## src/rtl/stack_mem_sequencer_if.sv

```systemverilog
// Command / data-memory bus of the stack sequencer.
//   master: upstream pipeline and data memory side (drives commands, operands, mem_rdata)
//   slave : the sequencer itself (drives strobes, selects, addresses and read-back results)
// mem_wdata carries the word picked by data_sel from the operands latched at acceptance.
interface stack_mem_sequencer_if #(
  parameter int unsigned AW = 12
) ();
  logic          cmd_valid;
  logic [2:0]    cmd;
  logic [15:0]   alu_out;
  logic [AW-1:0] ea;
  logic [31:0]   pc;
  logic [2:0]    ccr;
  logic          int_req;
  logic [15:0]   mem_rdata;

  logic          busy;
  logic          mem_rd;
  logic          mem_wr;
  logic [1:0]    data_sel;
  logic          addr_sel;
  logic [AW-1:0] stack_addr;
  logic [AW-1:0] ea_q;
  logic [15:0]   mem_wdata;
  logic          rd_valid;
  logic [15:0]   rd_data;
  logic          pc_valid;
  logic [31:0]   pc_out;
  logic          ccr_valid;
  logic [2:0]    ccr_out;

  modport master (
    output cmd_valid, cmd, alu_out, ea, pc, ccr, int_req, mem_rdata,
    input  busy, mem_rd, mem_wr, data_sel, addr_sel, stack_addr, ea_q, mem_wdata,
    input  rd_valid, rd_data, pc_valid, pc_out, ccr_valid, ccr_out
  );

  modport slave (
    input  cmd_valid, cmd, alu_out, ea, pc, ccr, int_req, mem_rdata,
    output busy, mem_rd, mem_wr, data_sel, addr_sel, stack_addr, ea_q, mem_wdata,
    output rd_valid, rd_data, pc_valid, pc_out, ccr_valid, ccr_out
  );
endinterface

```

## src/rtl/stack_mem_sequencer.sv

```systemverilog
// Stack / data-memory sequencer. Accepts one memory-class command in IDLE, latches its
// operands, owns the stack pointer and turns each command into a sequence of 16-bit
// data-memory accesses. Popped words, return PCs and restored flags are presented with
// single-cycle valid pulses.
// Ports:
//   clk  - rising-edge clock
//   rst  - synchronous active-high reset
//   bus  - stack_mem_sequencer_if.slave: command/operand inputs, memory strobes, selects,
//          addresses, write data and read-back results
module stack_mem_sequencer #(
  parameter int unsigned   AW       = 12,
  parameter logic [AW-1:0] SP_RESET = 12'hFFF
) (
  input logic                   clk,
  input logic                   rst,
  stack_mem_sequencer_if.slave  bus
);

  localparam logic [2:0] CmdPush = 3'd0;
  localparam logic [2:0] CmdPop  = 3'd1;
  localparam logic [2:0] CmdCall = 3'd2;
  localparam logic [2:0] CmdRet  = 3'd3;
  localparam logic [2:0] CmdInt  = 3'd4;
  localparam logic [2:0] CmdRti  = 3'd5;
  localparam logic [2:0] CmdLdd  = 3'd6;
  localparam logic [2:0] CmdStd  = 3'd7;

  localparam logic [1:0] SelAlu  = 2'b00;
  localparam logic [1:0] SelPcLo = 2'b01;
  localparam logic [1:0] SelPcHi = 2'b10;
  localparam logic [1:0] SelCcr  = 2'b11;

  typedef enum logic [4:0] {
    StIdle,
    StPu,
    StPo, StPd,
    StSt,
    StLd, StLdw,
    StC0, StC1,
    StI0, StI1, StI2,
    StR0, StR1, StR2,
    StT0, StT1, StT2, StT3
  } state_e;

  state_e        state_q, state_d;
  logic [AW-1:0] sp_q, sp_d;
  logic [AW-1:0] sp_inc, sp_dec;

  // Operands captured at acceptance.
  logic [15:0]   alu_q;
  logic [AW-1:0] ea_q;
  logic [31:0]   pc_q;
  logic [2:0]    ccr_in_q;

  // Read-back state.
  logic [15:0]   pcl_q, pcl_d;
  logic [2:0]    ccr_q, ccr_d;
  logic [15:0]   rd_hold_q;
  logic [31:0]   pc_hold_q;

  logic          accept;
  logic          mem_rd, mem_wr, addr_sel;
  logic [1:0]    data_sel;
  logic [AW-1:0] stack_addr;
  logic          rd_valid, pc_valid, ccr_valid;

  assign sp_inc = sp_q + AW'(1);
  assign sp_dec = sp_q - AW'(1);

  always_comb begin
    state_d    = state_q;
    sp_d       = sp_q;
    accept     = 1'b0;
    mem_rd     = 1'b0;
    mem_wr     = 1'b0;
    data_sel   = SelAlu;
    addr_sel   = 1'b0;
    stack_addr = sp_q;
    rd_valid   = 1'b0;
    pc_valid   = 1'b0;
    ccr_valid  = 1'b0;
    pcl_d      = pcl_q;
    ccr_d      = ccr_q;

    case (state_q)
      StIdle: begin
        // int_req wins over any command offered in the same cycle.
        if (bus.int_req) begin
          accept  = 1'b1;
          state_d = StI0;
        end else if (bus.cmd_valid) begin
          accept = 1'b1;
          case (bus.cmd)
            CmdPush: state_d = StPu;
            CmdPop:  state_d = StPo;
            CmdCall: state_d = StC0;
            CmdRet:  state_d = StR0;
            CmdInt:  state_d = StI0;
            CmdRti:  state_d = StT0;
            CmdLdd:  state_d = StLd;
            CmdStd:  state_d = StSt;
            default: state_d = StIdle;
          endcase
        end
      end

      // Pushes write at SP then decrement.
      StPu: begin
        mem_wr  = 1'b1;
        sp_d    = sp_dec;
        state_d = StIdle;
      end
      StC0: begin
        mem_wr   = 1'b1;
        data_sel = SelPcHi;
        sp_d     = sp_dec;
        state_d  = StC1;
      end
      StC1: begin
        mem_wr   = 1'b1;
        data_sel = SelPcLo;
        sp_d     = sp_dec;
        state_d  = StIdle;
      end
      StI0: begin
        mem_wr   = 1'b1;
        data_sel = SelPcHi;
        sp_d     = sp_dec;
        state_d  = StI1;
      end
      StI1: begin
        mem_wr   = 1'b1;
        data_sel = SelPcLo;
        sp_d     = sp_dec;
        state_d  = StI2;
      end
      StI2: begin
        mem_wr   = 1'b1;
        data_sel = SelCcr;
        sp_d     = sp_dec;
        state_d  = StIdle;
      end

      // Pops pre-increment and read at the new SP; data returns one cycle later.
      StPo: begin
        mem_rd     = 1'b1;
        stack_addr = sp_inc;
        sp_d       = sp_inc;
        state_d    = StPd;
      end
      StPd: begin
        rd_valid = 1'b1;
        state_d  = StIdle;
      end
      StR0: begin
        mem_rd     = 1'b1;
        stack_addr = sp_inc;
        sp_d       = sp_inc;
        state_d    = StR1;
      end
      StR1: begin
        mem_rd     = 1'b1;
        stack_addr = sp_inc;
        sp_d       = sp_inc;
        pcl_d      = bus.mem_rdata;
        state_d    = StR2;
      end
      StR2: begin
        pc_valid = 1'b1;
        state_d  = StIdle;
      end
      StT0: begin
        mem_rd     = 1'b1;
        stack_addr = sp_inc;
        sp_d       = sp_inc;
        state_d    = StT1;
      end
      StT1: begin
        mem_rd     = 1'b1;
        stack_addr = sp_inc;
        sp_d       = sp_inc;
        ccr_d      = bus.mem_rdata[2:0];
        state_d    = StT2;
      end
      StT2: begin
        mem_rd     = 1'b1;
        stack_addr = sp_inc;
        sp_d       = sp_inc;
        pcl_d      = bus.mem_rdata;
        state_d    = StT3;
      end
      StT3: begin
        pc_valid  = 1'b1;
        ccr_valid = 1'b1;
        state_d   = StIdle;
      end

      // Direct accesses at the latched effective address; SP untouched.
      StSt: begin
        mem_wr   = 1'b1;
        addr_sel = 1'b1;
        state_d  = StIdle;
      end
      StLd: begin
        mem_rd   = 1'b1;
        addr_sel = 1'b1;
        state_d  = StLdw;
      end
      StLdw: begin
        rd_valid = 1'b1;
        state_d  = StIdle;
      end

      default: state_d = StIdle;
    endcase
  end

  always_ff @(posedge clk) begin
    if (rst) begin
      state_q   <= StIdle;
      sp_q      <= SP_RESET;
      alu_q     <= '0;
      ea_q      <= '0;
      pc_q      <= '0;
      ccr_in_q  <= '0;
      pcl_q     <= '0;
      ccr_q     <= '0;
      rd_hold_q <= '0;
      pc_hold_q <= '0;
    end else begin
      state_q <= state_d;
      sp_q    <= sp_d;
      pcl_q   <= pcl_d;
      ccr_q   <= ccr_d;
      if (accept) begin
        alu_q    <= bus.alu_out;
        ea_q     <= bus.ea;
        pc_q     <= bus.pc;
        ccr_in_q <= bus.ccr;
      end
      if (rd_valid) rd_hold_q <= bus.mem_rdata;
      if (pc_valid) pc_hold_q <= {bus.mem_rdata, pcl_q};
    end
  end

  assign bus.busy       = (state_q != StIdle);
  assign bus.mem_rd     = mem_rd;
  assign bus.mem_wr     = mem_wr;
  assign bus.data_sel   = data_sel;
  assign bus.addr_sel   = addr_sel;
  assign bus.stack_addr = stack_addr;
  assign bus.ea_q       = ea_q;
  assign bus.rd_valid   = rd_valid;
  assign bus.pc_valid   = pc_valid;
  assign bus.ccr_valid  = ccr_valid;
  assign bus.ccr_out    = ccr_q;

  // Results track mem_rdata during their pulse and hold the last value afterwards.
  assign bus.rd_data = rd_valid ? bus.mem_rdata : rd_hold_q;
  assign bus.pc_out  = pc_valid ? {bus.mem_rdata, pcl_q} : pc_hold_q;

  always_comb begin
    case (data_sel)
      SelAlu:  bus.mem_wdata = alu_q;
      SelPcLo: bus.mem_wdata = pc_q[15:0];
      SelPcHi: bus.mem_wdata = pc_q[31:16];
      default: bus.mem_wdata = {13'b0, ccr_in_q};
    endcase
  end

endmodule

```

## src/flat_wrapper.sv

```systemverilog
// flat-port wrapper written by rule: the top's interface ports become plain ports
module stack_mem_sequencer_flat 
#(
  parameter int unsigned   AW       = 12,
  parameter logic [AW-1:0] SP_RESET = 12'hFFF
)
  (clk, rst, bus_cmd_valid, bus_cmd, bus_alu_out, bus_ea, bus_pc, bus_ccr, bus_int_req, bus_mem_rdata, bus_busy, bus_mem_rd, bus_mem_wr, bus_data_sel, bus_addr_sel, bus_stack_addr, bus_ea_q, bus_mem_wdata, bus_rd_valid, bus_rd_data, bus_pc_valid, bus_pc_out, bus_ccr_valid, bus_ccr_out);
  stack_mem_sequencer_if #(.AW(AW)) bus_i ();
  input logic clk;
  input logic rst;
  input wire logic [$bits(bus_i.cmd_valid)-1:0] bus_cmd_valid;
  input wire logic [$bits(bus_i.cmd)-1:0] bus_cmd;
  input wire logic [$bits(bus_i.alu_out)-1:0] bus_alu_out;
  input wire logic [$bits(bus_i.ea)-1:0] bus_ea;
  input wire logic [$bits(bus_i.pc)-1:0] bus_pc;
  input wire logic [$bits(bus_i.ccr)-1:0] bus_ccr;
  input wire logic [$bits(bus_i.int_req)-1:0] bus_int_req;
  input wire logic [$bits(bus_i.mem_rdata)-1:0] bus_mem_rdata;
  output wire logic [$bits(bus_i.busy)-1:0] bus_busy;
  output wire logic [$bits(bus_i.mem_rd)-1:0] bus_mem_rd;
  output wire logic [$bits(bus_i.mem_wr)-1:0] bus_mem_wr;
  output wire logic [$bits(bus_i.data_sel)-1:0] bus_data_sel;
  output wire logic [$bits(bus_i.addr_sel)-1:0] bus_addr_sel;
  output wire logic [$bits(bus_i.stack_addr)-1:0] bus_stack_addr;
  output wire logic [$bits(bus_i.ea_q)-1:0] bus_ea_q;
  output wire logic [$bits(bus_i.mem_wdata)-1:0] bus_mem_wdata;
  output wire logic [$bits(bus_i.rd_valid)-1:0] bus_rd_valid;
  output wire logic [$bits(bus_i.rd_data)-1:0] bus_rd_data;
  output wire logic [$bits(bus_i.pc_valid)-1:0] bus_pc_valid;
  output wire logic [$bits(bus_i.pc_out)-1:0] bus_pc_out;
  output wire logic [$bits(bus_i.ccr_valid)-1:0] bus_ccr_valid;
  output wire logic [$bits(bus_i.ccr_out)-1:0] bus_ccr_out;
  assign bus_i.cmd_valid = bus_cmd_valid;
  assign bus_i.cmd = bus_cmd;
  assign bus_i.alu_out = bus_alu_out;
  assign bus_i.ea = bus_ea;
  assign bus_i.pc = bus_pc;
  assign bus_i.ccr = bus_ccr;
  assign bus_i.int_req = bus_int_req;
  assign bus_i.mem_rdata = bus_mem_rdata;
  assign bus_busy = bus_i.busy;
  assign bus_mem_rd = bus_i.mem_rd;
  assign bus_mem_wr = bus_i.mem_wr;
  assign bus_data_sel = bus_i.data_sel;
  assign bus_addr_sel = bus_i.addr_sel;
  assign bus_stack_addr = bus_i.stack_addr;
  assign bus_ea_q = bus_i.ea_q;
  assign bus_mem_wdata = bus_i.mem_wdata;
  assign bus_rd_valid = bus_i.rd_valid;
  assign bus_rd_data = bus_i.rd_data;
  assign bus_pc_valid = bus_i.pc_valid;
  assign bus_pc_out = bus_i.pc_out;
  assign bus_ccr_valid = bus_i.ccr_valid;
  assign bus_ccr_out = bus_i.ccr_out;
  stack_mem_sequencer #(.AW(AW), .SP_RESET(SP_RESET)) u_core (.clk(clk), .rst(rst), .bus(bus_i));
endmodule
```

## config.mk

```make
export PLATFORM = sky130hd
export DESIGN_NAME = stack_mem_sequencer_flat
export DESIGN_NICKNAME = d
export VERILOG_FILES = /design/src/rtl/stack_mem_sequencer_if.sv /design/src/rtl/stack_mem_sequencer.sv /design/src/flat_wrapper.sv
export SDC_FILE = /design/constraint.sdc
export NUM_CORES = 1
export LEC_CHECK = 0
export ABC_CLOCK_PERIOD_IN_PS = 5800
export CAP_MARGIN = 20
export CORE_UTILIZATION = 50
export CTS_BUF_LIST = sky130_fd_sc_hd__clkbuf_16
export CTS_CLUSTER_DIAMETER = 120
export DETAILED_ROUTE_END_ITERATION = 8
export PLACE_DENSITY = 0.83
export SLEW_MARGIN = 20
export SYNTH_ARGS = -nofsm -noshare
export SYNTH_HDL_FRONTEND = slang
export SYNTH_SLANG_ARGS = --single-unit
```

## constraint.sdc

```tcl
create_clock -name clk -period 5.8 [get_ports clk]
set_clock_uncertainty 0.1 [all_clocks]
set_input_delay 1.45 -clock clk [delete_from_list [all_inputs] [get_ports clk]]
set_output_delay 1.45 -clock clk [all_outputs]
set_load 0.005 [all_outputs]
```

==> reports/results.tsv <==
stage	metric	value	unit
logic_synthesis	largest family of logic cells by synthesized area	simple AND/OR/NAND/NOR gates	
die	core area	0.0132	mm2
worst_setup_path	Crit Path Category	flip-flop to output port	
hold_path	hold wc startpoint	u_core.pc_q[27]	
routing	ANT nets after route	0	
cts	Clk Latency, worst-skew pair	0.42	ns
worst_setup_path	Worst R2R End	u_core.pc_q[12]	
sta	Slew headroom	26.4	%
worst_setup_path	Max FO, Critical Path	20	
power_and_ir_drop	Static Leakage	3.65	nW
outcome	outcome	completed	
logic_synthesis	Syn Std Cell Area	0.00674	mm2
logic_synthesis	Synth Area in Simple Gates	22.2	%
routing	wire per inst	15.3	um
layout	most frequent cells in the layout	clkdlybuf4s50_1, dfxtp_1, nand2_1, a21oi_1, nor2_1	
logic_synthesis	largest cells by area after synthesis	dfxtp_1, nand2_1, a21oi_1	
logic_synthesis	post-synth net total	874	
power_and_ir_drop	Worst VDD drop	284	uV
sta	RSZ-0062 raised after global routing	no	
worst_setup_path	crit path launch type	flip-flop	
global_routing	initial antenna violation count	0	
global_routing	vias in the first global route	5772	
cts	TritonCTS clock tree	done	
logic_synthesis	Netlist cell types	66	
cts	clk sink count	147	
hold_path	WHS Path Cells	2	
logic_synthesis	Post-synth ARST share	0	%
sta	max frequency	204	MHz
worst_setup_path	CP Capture Type	output port	
routing	first-pass detailed-route iteration total	6	
logic_synthesis	Post-Syn Area per Cell	8.63	um2
logic_synthesis	post-synthesis cell count	781	
logic_synthesis	leading area contributor after synthesis	dfxtp_1	
sta	Worst-Margin Slew	1.10	ns
place	dpl ws	1.38	ns
routing	Via density	5.38	
logic_synthesis	mux contribution to synthesized area	12.1	%
logic_synthesis	Seq/Total Area, Yosys	43.6	%
layout	Fillers	1084	
layout	fin area	0.00912	mm2
logic_synthesis	post-synth top area share	43.6	%
layout	area of the multi-input gates	0.00347	mm2
cts	Gates resized, CTS repair	0	
place	routability congestion estimate	0.805	
cts	clock-pin slew on the worst setup and hold paths	0.06	ns
routing	Starting DRT DRC Count	433	
global_routing	GRT Util Overall	25.2	%
worst_setup_path	worst r2r path cells	7	
place	hpwl dp	11500	um
die	total die area	0.0140	mm2
layout	share of cells above drive strength 1	7.75	%
logic_synthesis	compound-gate portion of the synthesized area	13.9	%
sta	final critical-path share of the clock period	84.5	%
job	max-capacitance violation count	0	
cts	CTS buffer count	17	
worst_setup_path	critical path required time	4.25	ns
sta	final worst slack	0.901	ns
logic_synthesis	#FFs+latches synth	147	
layout	Final #Nets	1023	
place	PortBufs	185	
routing	Routed WL	17100	um
cts	Setup Buffers After CTS	0	
layout	register area	0.00294	mm2
cts	hold bufs inserted after CTS	0	
routing	via count	6018	
die	Die Y	118	um
sta	Slew Viols, Final	0	
cts	H-tree levels	4	
logic_synthesis	most common flop cell mapped by yosys	dfxtp_1	
die	I/O pins	186	
routing	Post-route DRC	0	
layout	antenna cells	0	
logic_synthesis	synth warn	0	
die	Die X	118	um
place	Post-DP Area	0.00859	mm2
hold_path	Hold Crit Class	flip-flop to flip-flop	
worst_setup_path	RR Startpoint	u_core.state_q[2]	
place	DP Cell Count	1087	
worst_setup_path	Critical Path AT	3.35	ns
layout	fin cells	1118	
logic_synthesis	Post-synth EDFFs	0	
global_routing	first-pass GRT wire length	28100	um
cts	clock buffer depth	2	
layout	most common cell after layout, fill and taps aside	clkdlybuf4s50_1	
hold_path	worst hold endpoint	u_core.pc_q[27]	
sta	WHS	0.354	ns
die	initial core utilization	51.1	%
sta	final setup fails	0	
logic_synthesis	Post-Synth XOR/XNOR Area	1.56	%
cts	CTS root buf	clkbuf_16	
global_routing	largest net degree at the start of global routing	57	
sta	Fin. Hold Viols	0	
sta	crit path time final	4.90	ns
sta	final setup TNS	0	ns
power_and_ir_drop	Pwr Density	411	mW/mm2
worst_setup_path	worst reg-to-reg setup slack	2.97	ns
die	Row Count	42	
layout	synthesis-to-layout area growth	35.3	%
global_routing	total congestion overflow	0	
logic_synthesis	Post-Synth Adder-Cell Area	1.30	%
## through the flow
stage,power [W],util [%]
finish,0.00375,69.1
global route,0.00400,69.1
CTS,0.00376,69.1
detailed placement,0.00277,65.1
global placement,0.00275,65.1
floorplan,0.00223,-
## logic make-up after synthesis
kind of cell,after synthesis
flops,147
fa+ha+maj,7
mux,75
compound gates,146
buf+inv,79
simple gates,315
xor+xnor,12
## per-layer routing
layer	GRT usage [%]	vias up	wire length (um)
li1	-	2961	-
met1	29.8	2841	7210
met2	41.8	185	8320
met3	8.19	31	1140
met4	10.8	0	399
met5	0	-	0
## worst max-delay path, cell delays in order (launching register included)
cell	delay, ns
dfxtp_1	0.71
nand2b_1	0.34
nor3_1	0.92
a222oi_1	0.17
a21oi_1	0.25
clkdlybuf4s50_1	0.54
## cells in the mapped netlist (10+ instances only)
| library cell | n |
|---|---|
| nor2_1 | 61 |
| inv_1 | 18 |
| mux2_2 | 24 |
| dfxtp_1 | 147 |
| clkbuf_1 | 35 |
| o21ai_0 | 15 |
| buf_2 | 17 |
| a21oi_1 | 78 |
| nand2_1 | 142 |
| xnor2_1 | 10 |
| mux2i_1 | 24 |
| and2_1 | 52 |
| mux2_1 | 26 |
| nor3_1 | 10 |
| a222oi_1 | 15 |
## sequential cells by signal (all words and copies together) (netlist names), 5 cells and up
name,count
u_core.pcl_q,16
u_core.bus.ea_q,12
u_core.alu_q,16
u_core.pc_hold_q,32
u_core.sp_q,12
u_core.state_q,5
u_core.pc_q,32
u_core.rd_hold_q,16
## where the power goes
| group | internal (W) | switching (W) | total [W] |
|---|---|---|---|
| sequential | 0.00119 | 0.000164 | 0.00135 |
| clock | 0.000574 | 0.000410 | 0.000984 |
| combinational | 0.000672 | 0.000743 | 0.00141 |
## layout make-up
cell class | count | share of cell area, %
Clock buffer | 17 | 4.66
Multi-Input combinational cell | 555 | 38.1
Clock inverter | 14 | 1.10
Timing Repair Buffer | 190 | 20.7
Sequential cell | 147 | 32.3
Inverter | 19 | 0.809
Tap cell | 176 | 2.41
## worst max path at each step
stage                      startpoint               end  slack, ns  cells past startpoint
global placement    u_core.state_q[3]  bus_mem_wdata[2]       1.41                      5
global route        u_core.state_q[3]  bus_mem_wdata[0]       0.65                      5
finish              u_core.state_q[3]  bus_mem_wdata[1]       0.90                      5
floorplan            bus_mem_rdata[0]    bus_pc_out[16]       2.51                      1
detailed placement  u_core.state_q[3]  bus_mem_wdata[1]       1.38                      5
CTS                 u_core.state_q[3]  bus_mem_wdata[1]       0.91                      5
(Power assumes the default switching activity.)
